<file path="config.mk">
export PLATFORM = sky130hd
export DESIGN_NAME = l1_feedback_source
export DESIGN_NICKNAME = d
export VERILOG_FILES = /design/src/rtl/l1_feedback_source.sv
export SDC_FILE = /design/constraint.sdc
export NUM_CORES = 1
export LEC_CHECK = 0
export BUFFER_PORTS_ARGS = -buffer_cell sky130_fd_sc_hd__buf_2
export CAP_MARGIN = 20
export CORE_MARGIN = 2
export CORE_UTILIZATION = 47
export DETAILED_ROUTE_END_ITERATION = 6
export GPL_ROUTABILITY_DRIVEN = 0
export PLACE_DENSITY_LB_ADDON = 0.3
export SYNTH_ARGS = -nofsm -noshare
export SYNTH_HDL_FRONTEND = slang
export SYNTH_SLANG_ARGS = --single-unit
</file>
<file path="constraint.sdc">
create_clock -name clk -period 7.7 [get_ports clk]
set_input_delay 0 -clock clk [delete_from_list [all_inputs] [get_ports clk]]
set_output_delay 0 -clock clk [all_outputs]
set_load 0.02 [all_outputs]
</file>
<file path="src/rtl/l1_feedback_source.sv">
// l1_feedback_source
// Transmitter side of the Layer 1 top-down input interface. Activity samples
// arrive over a valid/ready handshake. Each sample is saturated, IIR-smoothed,
// slew-limited and held as a steady signed Q4.14 level on one of three
// channels. A channel that receives no fresh samples is flagged stale and
// decays toward zero.
//
// Ports
//   clk                  system clock (single domain)
//   rst                  synchronous, active-high reset
//   clk_en               state-advance enable; all state holds while low
//   sample_valid         sample offered
//   sample_ready         block can accept a sample (combinational from state)
//   sample_src[1:0]      0 matrix, 1 adjacent (fb1), 2 distant (fb2), 3 invalid
//   sample_data[W-1:0]   signed sample value
//   matrix_thalamic_out  channel 0 level
//   feedback_out_1       channel 1 level
//   feedback_out_2       channel 2 level
//   stale[2:0]           per-channel timeout flag
//   src_err              sticky flag, set when a src=3 sample is accepted
module l1_feedback_source #(
  parameter int WIDTH        = 18,
  parameter int FRAC         = 14,
  parameter int ALPHA_SHIFT  = 3,
  parameter int SLEW_MAX     = 1638,
  parameter int TIMEOUT      = 1000,
  parameter int DECAY_PERIOD = 16,
  parameter int DECAY_SHIFT  = 4
) (
  input  logic             clk,
  input  logic             rst,
  input  logic             clk_en,
  input  logic             sample_valid,
  output logic             sample_ready,
  input  logic [1:0]       sample_src,
  input  logic [WIDTH-1:0] sample_data,
  output logic [WIDTH-1:0] matrix_thalamic_out,
  output logic [WIDTH-1:0] feedback_out_1,
  output logic [WIDTH-1:0] feedback_out_2,
  output logic [2:0]       stale,
  output logic             src_err
);

  // Two guard bits keep differences of saturated values from overflowing.
  localparam int EW = WIDTH + 2;
  localparam int CW = $clog2(TIMEOUT + 1);
  localparam int DW = (DECAY_PERIOD > 1) ? $clog2(DECAY_PERIOD) : 1;

  typedef logic signed [EW-1:0] ext_t;
  typedef enum logic [1:0] {IDLE = 2'd0, FILTER = 2'd1, SLEW = 2'd2} state_t;

  // Output range is +/-2.0 in Q4.14.
  localparam ext_t LIM_POS  = ext_t'(2 ** (FRAC + 1));
  localparam ext_t SLEW_POS = ext_t'(SLEW_MAX);
  localparam ext_t DEC_LIM  = ext_t'(2 ** DECAY_SHIFT);
  localparam logic [CW-1:0] TO_MAX   = CW'(TIMEOUT);
  localparam logic [CW-1:0] TO_LAST  = CW'(TIMEOUT - 1);
  localparam logic [DW-1:0] DIV_LAST = DW'(DECAY_PERIOD - 1);

  // Symmetric clamp of x into [-lim, +lim].
  function automatic ext_t clamp(input ext_t x, input ext_t lim);
    ext_t r;
    if (x > lim) begin
      r = lim;
    end else if (x < -lim) begin
      r = -lim;
    end else begin
      r = x;
    end
    return r;
  endfunction

  state_t                  state_r;
  logic [1:0]              cur_src_r;
  ext_t                    d_r;
  ext_t                    tgt_r;
  logic signed [WIDTH-1:0] out_r [3];
  logic [CW-1:0]           cnt_r [3];
  logic [DW-1:0]           div_r;
  logic [2:0]              pend_r;
  logic [2:0]              stale_r;
  logic                    src_err_r;

  logic                    xfer_s;
  logic                    quiet_s;
  logic                    tick_s;
  ext_t                    cur_s;
  ext_t                    filt_s;
  ext_t                    slew_s;
  ext_t                    out_ext_s [3];
  ext_t                    decay_s [3];
  logic [2:0]              commit_s;

  assign sample_ready        = (state_r == IDLE) & ~rst;
  assign xfer_s              = clk_en & sample_valid & sample_ready;
  // Decay may only touch the output registers when the datapath is quiet.
  assign quiet_s             = (state_r == IDLE) & ~xfer_s;
  assign tick_s              = (div_r == DIV_LAST);
  assign matrix_thalamic_out = out_r[0];
  assign feedback_out_1      = out_r[1];
  assign feedback_out_2      = out_r[2];
  assign stale               = stale_r;
  assign src_err             = src_err_r;

  // Filter/slew arithmetic for the channel in flight and decay candidates.
  always_comb begin
    cur_s    = '0;
    commit_s = 3'b000;
    case (cur_src_r)
      2'd0:    cur_s = ext_t'(out_r[0]);
      2'd1:    cur_s = ext_t'(out_r[1]);
      2'd2:    cur_s = ext_t'(out_r[2]);
      default: cur_s = '0;
    endcase
    filt_s = cur_s + ((d_r - cur_s) >>> ALPHA_SHIFT);
    slew_s = clamp(cur_s + clamp(tgt_r - cur_s, SLEW_POS), LIM_POS);
    for (int i = 0; i < 3; i++) begin
      out_ext_s[i] = ext_t'(out_r[i]);
      decay_s[i]   = '0;
      // Tiny magnitudes would never reach zero through the shift, so snap them.
      if ((out_ext_s[i] > -DEC_LIM) && (out_ext_s[i] < DEC_LIM)) begin
        decay_s[i] = '0;
      end else begin
        decay_s[i] = out_ext_s[i] - (out_ext_s[i] >>> DECAY_SHIFT);
      end
      commit_s[i] = (state_r == SLEW) && (cur_src_r == 2'(i));
    end
  end

  // FSM, output registers, timeout counters and decay scheduling.
  always_ff @(posedge clk) begin
    if (rst) begin
      state_r   <= IDLE;
      cur_src_r <= 2'd0;
      d_r       <= '0;
      tgt_r     <= '0;
      div_r     <= '0;
      pend_r    <= 3'b000;
      stale_r   <= 3'b000;
      src_err_r <= 1'b0;
      for (int i = 0; i < 3; i++) begin
        out_r[i] <= '0;
        cnt_r[i] <= '0;
      end
    end else if (clk_en) begin
      if (tick_s) begin
        div_r <= '0;
      end else begin
        div_r <= div_r + 1'b1;
      end

      for (int i = 0; i < 3; i++) begin
        if (commit_s[i]) begin
          out_r[i]   <= slew_s[WIDTH-1:0];
          cnt_r[i]   <= '0;
          stale_r[i] <= 1'b0;
          pend_r[i]  <= 1'b0;
        end else begin
          if (cnt_r[i] < TO_MAX) begin
            cnt_r[i] <= cnt_r[i] + 1'b1;
            if (cnt_r[i] == TO_LAST) begin
              stale_r[i] <= 1'b1;
            end
          end else begin
            stale_r[i] <= 1'b1;
          end
          // At most one decay step is ever pending per channel.
          if (pend_r[i] && quiet_s) begin
            out_r[i]  <= decay_s[i][WIDTH-1:0];
            pend_r[i] <= tick_s & stale_r[i];
          end else begin
            pend_r[i] <= pend_r[i] | (tick_s & stale_r[i]);
          end
        end
      end

      case (state_r)
        IDLE: begin
          if (xfer_s) begin
            if (sample_src == 2'd3) begin
              src_err_r <= 1'b1;
            end else begin
              cur_src_r <= sample_src;
              d_r       <= clamp(ext_t'($signed(sample_data)), LIM_POS);
              state_r   <= FILTER;
            end
          end
        end
        FILTER: begin
          tgt_r   <= filt_s;
          state_r <= SLEW;
        end
        SLEW: begin
          state_r <= IDLE;
        end
        default: begin
          state_r <= IDLE;
        end
      endcase
    end
  end

endmodule

</file>
## Yosys cells after proc, flatten, opt, wreduce, memory -nomap -nowiden

Memory sizes are Yosys's and may differ from the RTL's.
Index checks and enable logic that the tools add are counted.

| cells by class | value |
|---|---|
| $add $sub $neg | 11 |
| reduce and logical (&&, ||, !) cells | 18 |
| muxes and demuxes | 85 |
| $lt $le $gt $ge | 15 |
| equality and inequality tests | 14 |
| bitwise operators | 25 |

Operators with widths:

| cell | number |
|---|---|
| two-way mux 18 bit | 11 |
| two-way mux 20 bit | 4 |
| two-way mux 10 bit | 6 |
| one-hot mux 20 bit (3 select lines) | 1 |
| two-way mux 1 bit | 59 |
| greater-than comparator 18 x 5 -> 1 bit (second input constant) | 3 |
| < comparator 18 x 6 -> 1 bit (second input constant) | 3 |
| subtractor 18 x 14 -> 18 bit | 3 |
| subtractor 20 bit | 2 |
| adder 10 x 1 -> 10 bit (second input constant) | 3 |
| equality test 10 bit (second input constant) | 3 |
| < comparator 10 bit (second input constant) | 3 |
| adder 20 x 17 -> 20 bit | 1 |
| adder 20 bit | 1 |
| greater-than comparator 20 x 12 -> 1 bit (second input constant) | 1 |
| greater-than comparator 20 x 17 -> 1 bit (second input constant) | 1 |
| < comparator 20 x 12 -> 1 bit (second input constant) | 1 |
| < comparator 20 x 16 -> 1 bit (second input constant) | 1 |
| greater-than comparator 18 x 17 -> 1 bit (second input constant) | 1 |
| < comparator 18 x 16 -> 1 bit (second input constant) | 1 |
| OR 1 bit | 15 |
| logical AND 1 bit | 9 |
| inequality test 3 x 2 -> 1 bit (second input constant) | 3 |
| AND reduction 2 bit | 4 |
| other kinds (13) | 28 |

| storage, ports and cells | value |
|---|---|
| register bits | 55 |
| bits of input ports | 24 |
| memory bits (writable) | 84 |
| output and inout bits | 59 |
| memories kept | 2 |
| word-level logic and storage cells | 180 |

Memories:

| name | depth | bits a word | read ports | clocked after Yosys merged registers in | write ports | RTL line | text |
|---|---|---|---|---|---|---|---|
| out_r | 3 | 18 | 3 | 0 | 3 | 77 | `logic signed [WIDTH-1:0] out_r [3];` |
| cnt_r | 3 | 10 | 3 | 0 | 3 | 78 | `logic [CW-1:0] cnt_r [3];` |

## Longest topological paths before layout

Gate-level depths: netlist of run 1.

| depth | value |
|---|---|
| word-level depth | 12 |
| depth in mapped cells | 31 |
| gate-level depth less buffers | 26 |

## Least setup slack after synthesis of run 1

Ideal clock, no wire load.

| timing | value |
|---|---|
| kind | reg-to-reg |
| from | reg cur_src_r[1] |
| to | mem out_r[1][10], data pin |
| data required time | 7.429 ns |
| stages on the path, launching flop included | 28 |
| buffers on the path | 4 |
| arrival time | 7.224 ns |
| setup slack | 0.205 ns |
| period minus slack after synthesis | 7.495 ns |
| setup time | 0.271 ns |
| cells stage by stage | dfxtp_1 -> clkbuf_1 -> buf_1 -> buf_1 -> mux2i_1 -> nor2_1 -> a21oi_1 -> ha_1 -> nand2b_1 -> a21oi_1 -> o41a_1 -> or3_1 -> a211oi_1 -> o32ai_1 -> or4b_4 -> or3_1 -> a21o_1 -> fa_1 -> a211o_1 -> a21o_1 -> and3_1 -> or4_4 -> and4b_1 -> a41oi_2 -> nor4_1 -> mux2i_2 -> buf_4 -> o22ai_1 |

RTL lines:

| element | RTL line | text |
|---|---|---|
| from (decl) | 74 | `logic [1:0] cur_src_r;` |
| from (signal assigned) | 183 | `cur_src_r <= sample_src;` |
| to (decl) | 77 |  |

==> run metrics, run 1 <==
final setup fails=0; slew at the pin closest to its max-slew limit=0.850 ns; Worst Setup End Kind=flip-flop; most used cell, CP=a21o_1; WL/cell=19.7 um; Tightest Hold Check Type=in2reg; Startpoint Class=flip-flop; DR vias/cell=6.22; total of max-cap violations=0; GRT Residual Overflow=0; Clock Path Buffers=2; Synth area leader=edfxtp_1; DP Wirelength=29,900 um; asr flop ratio synth=0; placed cell count=1,944; area of the multi-input gates=0.00881 mm^2; status=finished with violations; relative slew slack=0.430; setup TNS=0 ns; FF-to-FF setup slack=0.29 ns; Worst R2R Start=out_r[2][4]; most common cell in the netlist=nor2_1; Root Driver=clkbuf_16; crit-path cells=mux2i_1, nor2_1, a21oi_1, ha_1, and3_4, a221oi_4, o21ai_1, a311o_1, o211ai_1, o32ai_1, or4b_4, or3_1, a21o_1, fa_1, a211o_1, a21o_1, and3_1, or4_4, and4b_1, a41oi_2, nor4_1, mux2i_2, buf_4, o22ai_1; Synth top cells by count=nor2_1 (143), ha_1 (135), a21oi_1 (126), nand2_1 (114), inv_1 (107); CP arrival=7.58 ns; Skew-Pair Late Insertion Delay=0.43 ns; Syn-to-layout area delta=13.5%; failing checks=design-rule violations; Yosys cell types=96; CTS H-tree lvls=4; Lkg Pwr=0.00615 uW; Yosys top cell area share=0.195; initial antenna violation count=1; top post-synthesis cells by area=edfxtp_1 (19%), ha_1 (13%), dfxtp_1 (8.2%), a21oi_1 (4.9%), xnor2_1 (4.5%); synthesized area=0.0130 mm^2; Die ar.=0.0289 mm^2; Setup CP Type=reg2reg; drt total wl=39,300 um; number of synthesized flops with an enable pin=84; # diodes=0; clock skew=0.0120 ns; Core Area=0.0270 mm^2; FF/Latch Area=0.00358 mm^2; DRC viols=1; unrepaired setup endpoints after global routing=no; maximum clock rate=0.135 GHz; antenna-violating nets left=0; Seq cells post-synth=137; worst min-delay path endpoint=stale[0]; layout cells sized above 1=0.122; Hold Path Origin=clk_en; non-filler instance count after layout=1,997; first-pass GRT wire length=61,200 um; CTS tree=built; cts bufs inserted=17; Design Area, Final=0.0147 mm^2; Sink Count=137; period utilisation layout=0.963; Cells after Synth=1,537; FF-to-FF End=out_r[0][4]; Yosys Warn Count=0; Port Buffer Count=82; Max Slew Vio Count=0; Die Y=170 um; hold path cells=3; vias in the first global route=11,500; DR iter-0 viols=1,351; # nets final=1,808; Worst-path clk slew=0.07 ns; Top FF cell, synth=edfxtp_1; largest net degree at the start of global routing=60; Max Fanout on Critical Path=15; Tmin final=7.41 ns; Hold Fails Final Rpt=0; area post-placement=0.0138 mm^2; Synth Area per Inst=8.44 um^2; Power Density=194 mW/mm^2; VDD IR max=149 uV; Seq/Total Area, Yosys=0.276; R2R depth=24; slowest stage delay, CP=0.57 ns; fill count=2,528; vias post-DR=12,400; gr usage total=0.270; First-pass DRT Iterations=7; critical path required time=7.86 ns; row count=60; Synth Net Count=1,702; total chip power=2850 uW; Ports=83; initial core utilization=0.480; Critical Path Slowest Stage Cell=or4b_4; Layout Utilization=0.544; Die Wd=170 um
## worst max path at each step
stage	endpoint	startpoint	slack (ns)	cells past startpoint
floorplan	out_r[1][10]	cur_src_r[1]	0.20	27
global placement	out_r[2][0]	cur_src_r[1]	0.18	24
detailed placement	out_r[2][2]	cur_src_r[1]	0.07	24
CTS	out_r[2][0]	cur_src_r[1]	0.02	24
global route	out_r[0][4]	cur_src_r[1]	0.02	27
finish	out_r[0][4]	out_r[2][4]	0.29	24
## report_power, final
group | internal (uW) | switching, uW
Combinational | 431 | 686
Clock | 499 | 386
Sequential | 810 | 42.1
## cells by family (layout without fill, tap and decap cells)
family | after synthesis | count (layout) | synth area share
simple gates | 517 | 517 | 0.198
compound gates | 441 | 441 | 0.234
buf+inv | 154 | 273 | 0.0473
fa+ha+maj | 141 | 141 | 0.140
flops | 137 | 137 | 0.276
xor+xnor | 122 | 122 | 0.0839
mux | 25 | 25 | 0.0208
## layer usage
| metal | track usage | share of wire | wire length [um] |
|---|---|---|---|
| met4 | 0.125 | 0.051 | 2000 |
| met5 | 0 | 0.00018 | 7 |
| met1 | 0.344 | 0.41 | 16000 |
| met2 | 0.454 | 0.47 | 18500 |
| met3 | 0.0351 | 0.072 | 2850 |
## sequential cells by signal, indices dropped and copies added (netlist names)
signal and count:
out_r 54, cnt_r 30, tgt_r 20, d_r 18
div_r 4, pend_r 3, stale 3, cur_src_r 2
state_r 2, src_err 1
## metrics by stage
stage | setup slack, ns | hold WS [ns]
floorplan | 0.205 | 0.148
global placement | 0.183 | 0.252
detailed placement | 0.0703 | 0.264
CTS | 0.0225 | 0.0206
global route | 0.0169 | 0.0503
finish | 0.286 | 0.0273
## cell usage in the layout, fill, tap and decap left out, drive strengths merged, types with 25 or more instances in the layout
cell / count
ha: 135
nand4: 28
buf: 113
o21ai: 63
nand3: 47
xnor2: 66
nand2: 114
a21o: 40
mux2i: 25
o22ai: 42
nand2b: 25
dfxtp: 53
a21oi: 126
nor3: 51
xor2: 56
edfxtp: 84
inv: 116
nor2: 143
## critical path, delay by kind of cell (launching register included)
kind / cells / cell delay (ns)
multiplexers: 2 / 0.41
AND/OR/NAND/NOR: 8 / 2.38
buffers and inverters: 1 / 0.24
adder cells (fa/ha/maj): 2 / 0.86
AO/OA/AOI/OAI: 11 / 2.72
flip-flops: 1 / 0.52
## final cells by class
type / instances / share of cell area
Clock buffer: 17 / 0.0289
Timing Repair Buffer: 133 / 0.0581
Sequential cell: 137 / 0.244
Tap cell: 341 / 0.0290
Clock inverter: 15 / 0.0138
Multi-Input combinational cell: 1246 / 0.599
Inverter: 108 / 0.0276
## what timing repair did
action | 4_1_cts | 5_1_grt
setup endpoints to repair | 0 | 48
gates resized for setup | 0 | 10
endpoints found under the hold margin | 19 | 0
hold buffers | 19 | 0
buffers inserted | 0 | 1
No activity file was read; power rests on OpenSTA's default activity.
==> run 2, diff against run 1 <==
--- a/config.mk
+++ b/config.mk
@@ -11,7 +11,7 @@
 export CORE_UTILIZATION = 47
 export DETAILED_ROUTE_END_ITERATION = 6
 export GPL_ROUTABILITY_DRIVEN = 0
-export PLACE_DENSITY_LB_ADDON = 0.3
+export PLACE_DENSITY = 0.67
 export SYNTH_ARGS = -nofsm -noshare
 export SYNTH_HDL_FRONTEND = slang
 export SYNTH_SLANG_ARGS = --single-unit
==> run 2 against run 1 <==
  * The run now ends clean
  * First-iteration DRC count shrank 4.2%
  * Setup slack gained 0.059 ns
  * Combinational power is essentially flat
  * Utilization grew 0.18 points
  * Sequential share of layout area shrank 0.087 points
==> run metrics, run 2 (synthesized netlist as in run 1, its figures left out) <==
slowest stage delay, CP=0.57 ns (about the same); Tmin final=7.35 ns (-0.0595 ns); Setup Slack @ Placement=0.190 ns (+0.120 ns); Die Wd=170 um (unchanged); PnR worst setup slack=0.346 ns (+0.0595 ns); initial antenna violation count=1 (unchanged); Critical Path Slowest Stage Cell=or4b_4; Ports=83 (unchanged); CP arrival=7.52 ns (-0.06 ns); # nets final=1,814 (+0.33%); largest registers=out_r (54), cnt_r (30), tgt_r (20); Port Buffer Count=82 (unchanged); commonest cells after routing, fill and taps aside=nor2_1 (143), ha_1 (133), a21oi_1 (124); # diodes=0 (unchanged); VDD IR max=180 uV (+21%); layout cells sized above 1=0.128 (+0.00558); final setup fails=0 (unchanged); Setup CP Type=reg2reg; Hold Fails Final Rpt=0 (unchanged); DR iter-0 viols=1,294 (-4.2%); row count=60 (unchanged); cts bufs inserted=17 (unchanged); DRC viols=0 (-1); Max Slew Vio Count=0 (unchanged); most common cell after layout, fill and taps aside=nor2_1; Syn-to-layout area delta=13.9%; WL/cell=20.0 um (+1.3%); unrepaired setup endpoints after global routing=no; total of max-cap violations=0 (unchanged); drt total wl=40,000 um (+1.6%); slew at the pin closest to its max-slew limit=0.830 ns (-0.0206 ns); Root Driver=clkbuf_16; initial core utilization=0.480 (unchanged); Worst Setup End Kind=flip-flop; first-pass GRT wire length=61,900 um (+1.1%); Tightest Hold Check Type=in2reg; antenna-violating nets left=0 (unchanged); buffers and inverters on the worst path=3 (+2); maximum clock rate=0.136 GHz (+0.81%); Max Fanout on Critical Path=15 (unchanged); vias post-DR=12,300 (-0.72%); register bank with the most flops=out_r; DR vias/cell=6.16 (-1.0%); Lkg Pwr=0.00617 uW (+0.28%); CTS tree=built; Sink Count=137 (unchanged); setup TNS=0 ns (unchanged); First-pass DRT Iterations=7 (unchanged); vias in the first global route=11,400 (-0.48%); relative slew slack=0.443 (+0.0138); DP Wirelength=30,500 um (+2.1%); gr usage total=0.275 (+0.00522); Worst-path clk slew=0.07 ns (about the same); fill count=2,511 (-0.67%); Die ar.=0.0289 mm^2 (unchanged); Clock Path Buffers=2 (unchanged); Die Y=170 um (unchanged); Skew-Pair Late Insertion Delay=0.44 ns (about the same); CTS H-tree lvls=4 (unchanged); Top delay family on crit path=compound AO/OA/AOI/OAI gates; GRT Residual Overflow=0 (unchanged); period utilisation layout=0.955 (-0.00772); max reg flops=54 (unchanged); largest net degree at the start of global routing=60 (unchanged); status=finished, final reports clean; critical path required time=7.86 ns (about the same); Power Density=194 mW/mm^2 (+0.11%); most used cell, CP=a21o_1; clock skew=0.0118 ns (-0.000156 ns); Startpoint Class=flip-flop; Core Area=0.0270 mm^2 (unchanged)
-- run 2: cell types whose count changed in the layout (fill, tap and decap cells not counted), moves of 2 or more --
| cell | previous run | this run |
|---|---|---|
| inv_6 | 2 | 5 |
| ha_1 | 135 | 133 |
| inv_8 | 6 | 4 |
| buf_4 | 29 | 35 |
| ha_2 | 0 | 2 |
-- run 2: worst register-to-register path, stage by stage, from the launching register on --
cell,delay (ns)
dfxtp_1,0.35
nor2b_2,0.18
buf_4,0.21
nand2_1,0.09
o21ai_2,0.12
ha_2,0.22
inv_1,0.05
fa_1,0.40
a21o_1,0.23
a221oi_4,0.39
o21ai_1,0.13
a311o_1,0.32
o211ai_1,0.17
o32ai_1,0.15
or4b_4,0.57
or3_1,0.40
a21o_1,0.23
fa_1,0.45
a211o_1,0.35
a21o_1,0.23
and3_1,0.20
or4_4,0.57
and4b_1,0.24
a41oi_2,0.26
nor4_1,0.11
mux2i_2,0.19
buf_6,0.20
o22ai_1,0.10
-- run 2: where the power goes --
group          leakage (uW)  switching, uW  internal (uW)
clock              0.000303            384            497
combinational       0.00456            694            439
sequential          0.00131           41.8            810
total               0.00617           1120           1750
-- run 2: final cells by class --
cell class / count / area (um^2) / share of cell area
clock inverter: 15 / 198 / 0.0134
tap: 341 / 427 / 0.0289
sequential: 137 / 3580 / 0.243
clock buffer: 17 / 425 / 0.0288
timing repair buffer: 139 / 900 / 0.0609
inverter: 108 / 405 / 0.0275
multi-input combinational: 1246 / 8820 / 0.598
-- run 2: worst paths after layout --
kind              depth (start not counted)         start  slack (ns)     endpoint
setup / recovery                         27  cur_src_r[1]        0.35  out_r[1][2]
hold / removal                            3        clk_en        0.02     div_r[1]
setup reg to reg                         27  cur_src_r[1]        0.35  out_r[1][2]
hold reg to reg                           2     tgt_r[13]        0.46    tgt_r[13]
-- run 2: what timing repair did --
item                                    CTS  global route
setup buffers                             0             1
endpoints found under the hold margin    19             0
endpoints found under the setup margin    0            46
gates resized for setup                   0            15
hold buffers                             19             0
-- run 2: metrics by stage --
stage	hold slack, ns	instance area, um^2	instances	utilization	power, uW
2_1_floorplan	0.148	13000	1537	-	1620
3_3_place_gp	0.249	13900	1950	0.513	1940
3_5_place_dp	0.261	13900	1951	0.513	1950
4_1_cts	0.00705	14700	2002	0.543	2830
5_1_grt	0.0428	14800	2003	0.546	2990
6_report	0.0167	14800	2003	0.546	2870
-- run 2: per-layer routing --
metal | up-vias | part of all wire | GRT usage | wire length [um]
met1 | 5779 | 0.42 | 0.356 | 16700
li1 | 5946 | - | - | -
met4 | 2 | 0.051 | 0.139 | 2050
met3 | 116 | 0.068 | 0.0347 | 2700
met5 | - | 0.00033 | 0 | 13
met2 | 491 | 0.46 | 0.452 | 18500
==> run 3, diff against run 2 <==
--- a/config.mk
+++ b/config.mk
@@ -7,11 +7,12 @@
 export LEC_CHECK = 0
 export BUFFER_PORTS_ARGS = -buffer_cell sky130_fd_sc_hd__buf_2
 export CAP_MARGIN = 20
-export CORE_MARGIN = 2
+export CORE_MARGIN = 8
 export CORE_UTILIZATION = 47
 export DETAILED_ROUTE_END_ITERATION = 6
 export GPL_ROUTABILITY_DRIVEN = 0
 export PLACE_DENSITY = 0.67
+export RECOVER_POWER = 25
 export SYNTH_ARGS = -nofsm -noshare
 export SYNTH_HDL_FRONTEND = slang
 export SYNTH_SLANG_ARGS = --single-unit
==> run 3 against run 2 <==
  * The run now ends with design-rule violations, max-capacitance violations, max-slew violations left
  * Die area is 15% higher
  * Global-route usage is 3.9 points lower
  * Count of clock-buffer cells in the layout stayed put
  * Register-to-register slack worse by 0.08 ns
  * Via count is 0.24% higher
  * Power is 1.1% lower
  * Sequential cell count stayed put
  * Fmax is 1.0% lower
  * Setup slack worse by 0.077 ns
  * Clock power is 3.3% lower
  * First-iteration DRC count is 15% lower
  * Non-clock buffer count is 11 higher
  * Critical path type unchanged
  * Highest routed layer is now met4
==> run metrics, run 3 (synthesized netlist as in run 1, its figures left out) <==
status=finished with violations; failing checks=design-rule violations, max-capacitance violations, max-slew violations; First-pass DRT Iterations=7 (unchanged); final setup fails=0 (unchanged); # diodes=0 (unchanged); cts bufs inserted=17 (unchanged); Core Area=0.0275 mm^2 (+1.7%); DR vias/cell=6.12 (-0.56%); Tightest Hold Check Type=in2reg; Lkg Pwr=0.00602 uW (-2.4%); Hold Path Origin=clk_en; CTS H-tree lvls=4 (unchanged); CP Capture Point=out_r[1][8]; WL/cell=19.8 um (-0.83%); Tmin final=7.43 ns (+0.0771 ns); Clock Path Buffers=2 (unchanged); layout cells sized above 1=0.0956 (-0.0319); setup TNS=0 ns (unchanged); total chip power=2830 uW (-1.1%); largest registers=out_r (54), cnt_r (30), tgt_r (20); FF-to-FF End=out_r[1][8]; clock skew=0.00941 ns (-0.00240 ns); Die Y=182 um (+7.1%); Setup CP Type=reg2reg; row count=61 (+1.7%); # nets final=1,825 (+0.61%); Port Buffer Count=82 (unchanged); GRT Residual Overflow=0 (unchanged); slowest stage delay, CP=0.56 ns (about the same); Layout Utilization=0.537 (-0.00891); vias post-DR=12,400 (+0.24%); vias in the first global route=11,800 (+2.8%); Worst Setup End Kind=flip-flop; first-pass GRT wire length=63,000 um (+1.7%); DP Wirelength=30,700 um (+0.55%); VDD IR max=136 uV (-25%); CTS tree=built; Die ar.=0.0332 mm^2 (+15%); register bank with the most flops=out_r; Syn-to-layout area delta=13.9% (about the same); maximum clock rate=0.135 GHz (-1.0%); initial antenna violation count=0 (-1); Critical Path Slowest Stage Cell=or4b_4; Root Driver=clkbuf_16; largest net degree at the start of global routing=60 (unchanged); Die Wd=182 um (+7.1%); met3 Usage GRT=0.0324 (-0.00224); unrepaired setup endpoints after global routing=no; period utilisation layout=0.965 (+0.0100); Power Density=192 mW/mm^2 (-1.1%); Hold Fails Final Rpt=0 (unchanged); global routing usage on met1=0.293 (-0.0623); gr usage total=0.236 (-0.0388); Worst R2R Start=cur_src_r[1]; Max Slew Vio Count=23 (+23); Startpoint Class=flip-flop; Skew-Pair Late Insertion Delay=0.43 ns (about the same); met2 GRT Util=0.405 (-0.0473); total of max-cap violations=1 (+1); most common cell after layout, fill and taps aside=nor2_1; slew at the pin closest to its max-slew limit=1.53 ns (+0.699 ns); grt peak-use layer=met2; FF-to-FF setup slack=0.27 ns (-0.08 ns); Sink Count=137 (unchanged); R2R depth=25 (-7.4%); initial core utilization=0.472 (-0.00786); relative slew slack=-0.0189 (-0.462); CP arrival=7.58 ns (+0.06 ns); DR iter-0 viols=1,098 (-15%); commonest cells after routing, fill and taps aside=nor2_1 (143), ha_1 (135), a21oi_1 (126); DRC viols=6 (+6); critical path required time=7.85 ns (about the same); Max Fanout on Critical Path=15 (unchanged); max reg flops=54 (unchanged); Critical Path Start=cur_src_r[1]; drt total wl=40,000 um (about the same); Worst-path clk slew=0.07 ns (about the same); antenna-violating nets left=0 (unchanged); Ports=83 (unchanged)
==> run 3: changes by cell type in the layout (fill, tap and decap cells not counted), moves of 2 or more <==
| cell | change |
|---|---|
| clkbuf_1 | +59 |
| ha_2 | -2 |
| inv_8 | +2 |
| buf_4 | +9 |
| a211oi_2 | -2 |
| inv_6 | -3 |
| buf_2 | -58 |
| a21oi_1 | +2 |
| a21oi_2 | -2 |
| a211oi_1 | +2 |
| ha_1 | +2 |
==> run 3: how the worst min path moves through the flow <==
| stage | depth (start not counted) | slack, ns | endpoint |
|---|---|---|---|
| global route | 3 | 0.04 | div_r[1] |
| CTS | 3 | 0.02 | stale[1] |
| detailed placement | 3 | 0.26 | d_r[1] |
| floorplan | 2 | 0.15 | d_r[0] |
| finish | 3 | 0.03 | stale[1] |
| global placement | 3 | 0.25 | d_r[9] |
==> run 3: per-stage QoR <==
step | std cells | hold WS, ns | instance area [um^2] | setup WS [ns]
2_1_floorplan | 1537 | 0.148 | 13000 | 0.205
6_report | 2019 | 0.0261 | 14800 | 0.269
4_1_cts | 2016 | 0.0225 | 14700 | 0.0363
3_3_place_gp | 1965 | 0.255 | 13900 | 0.282
3_5_place_dp | 1965 | 0.263 | 13900 | 0.119
5_1_grt | 2019 | 0.0361 | 14800 | 0.00720
==> run 3: timing repair <==
item                                    4_1_cts  5_1_grt
hold endpoints to repair                     19        0
endpoints found under the setup margin        0       48
resized for setup                             0       12
buffers inserted                              0        2
hold buffers                                 19        0
==> run 3: per-layer routing <==
layer  up-vias  part of all wire
li1       5941                 -
met1      5877              0.43
met2       450              0.48
met3        95             0.050
met4         0             0.041
met5         -                 0
==> run 3: area by class of cell <==
type | instances | area, um^2
Clock buffer | 17 | 425
Clock inverter | 15 | 180
Fill cell | 2579 | 12700
Inverter | 108 | 405
Multi-Input combinational cell | 1246 | 8820
Sequential cell | 137 | 3580
Tap cell | 346 | 433
Timing Repair Buffer | 150 | 910
==> run 3: critical path: cells and delay by family, from the launching register on <==
kind / cells / cell delay [ns]
AOI/OAI and AO/OA: 11 / 2.60
muxes: 2 / 0.46
and+or+nand+nor: 8 / 2.36
buffers and inverters: 2 / 0.41
adders and majority gates: 2 / 0.86
DFF: 1 / 0.45
==> run 3: power by group <==
group          leakage (uW)  switching [uW]  internal (uW)
registers           0.00131            42.1            810
clock network      0.000291             385            466
logic               0.00443             690            440
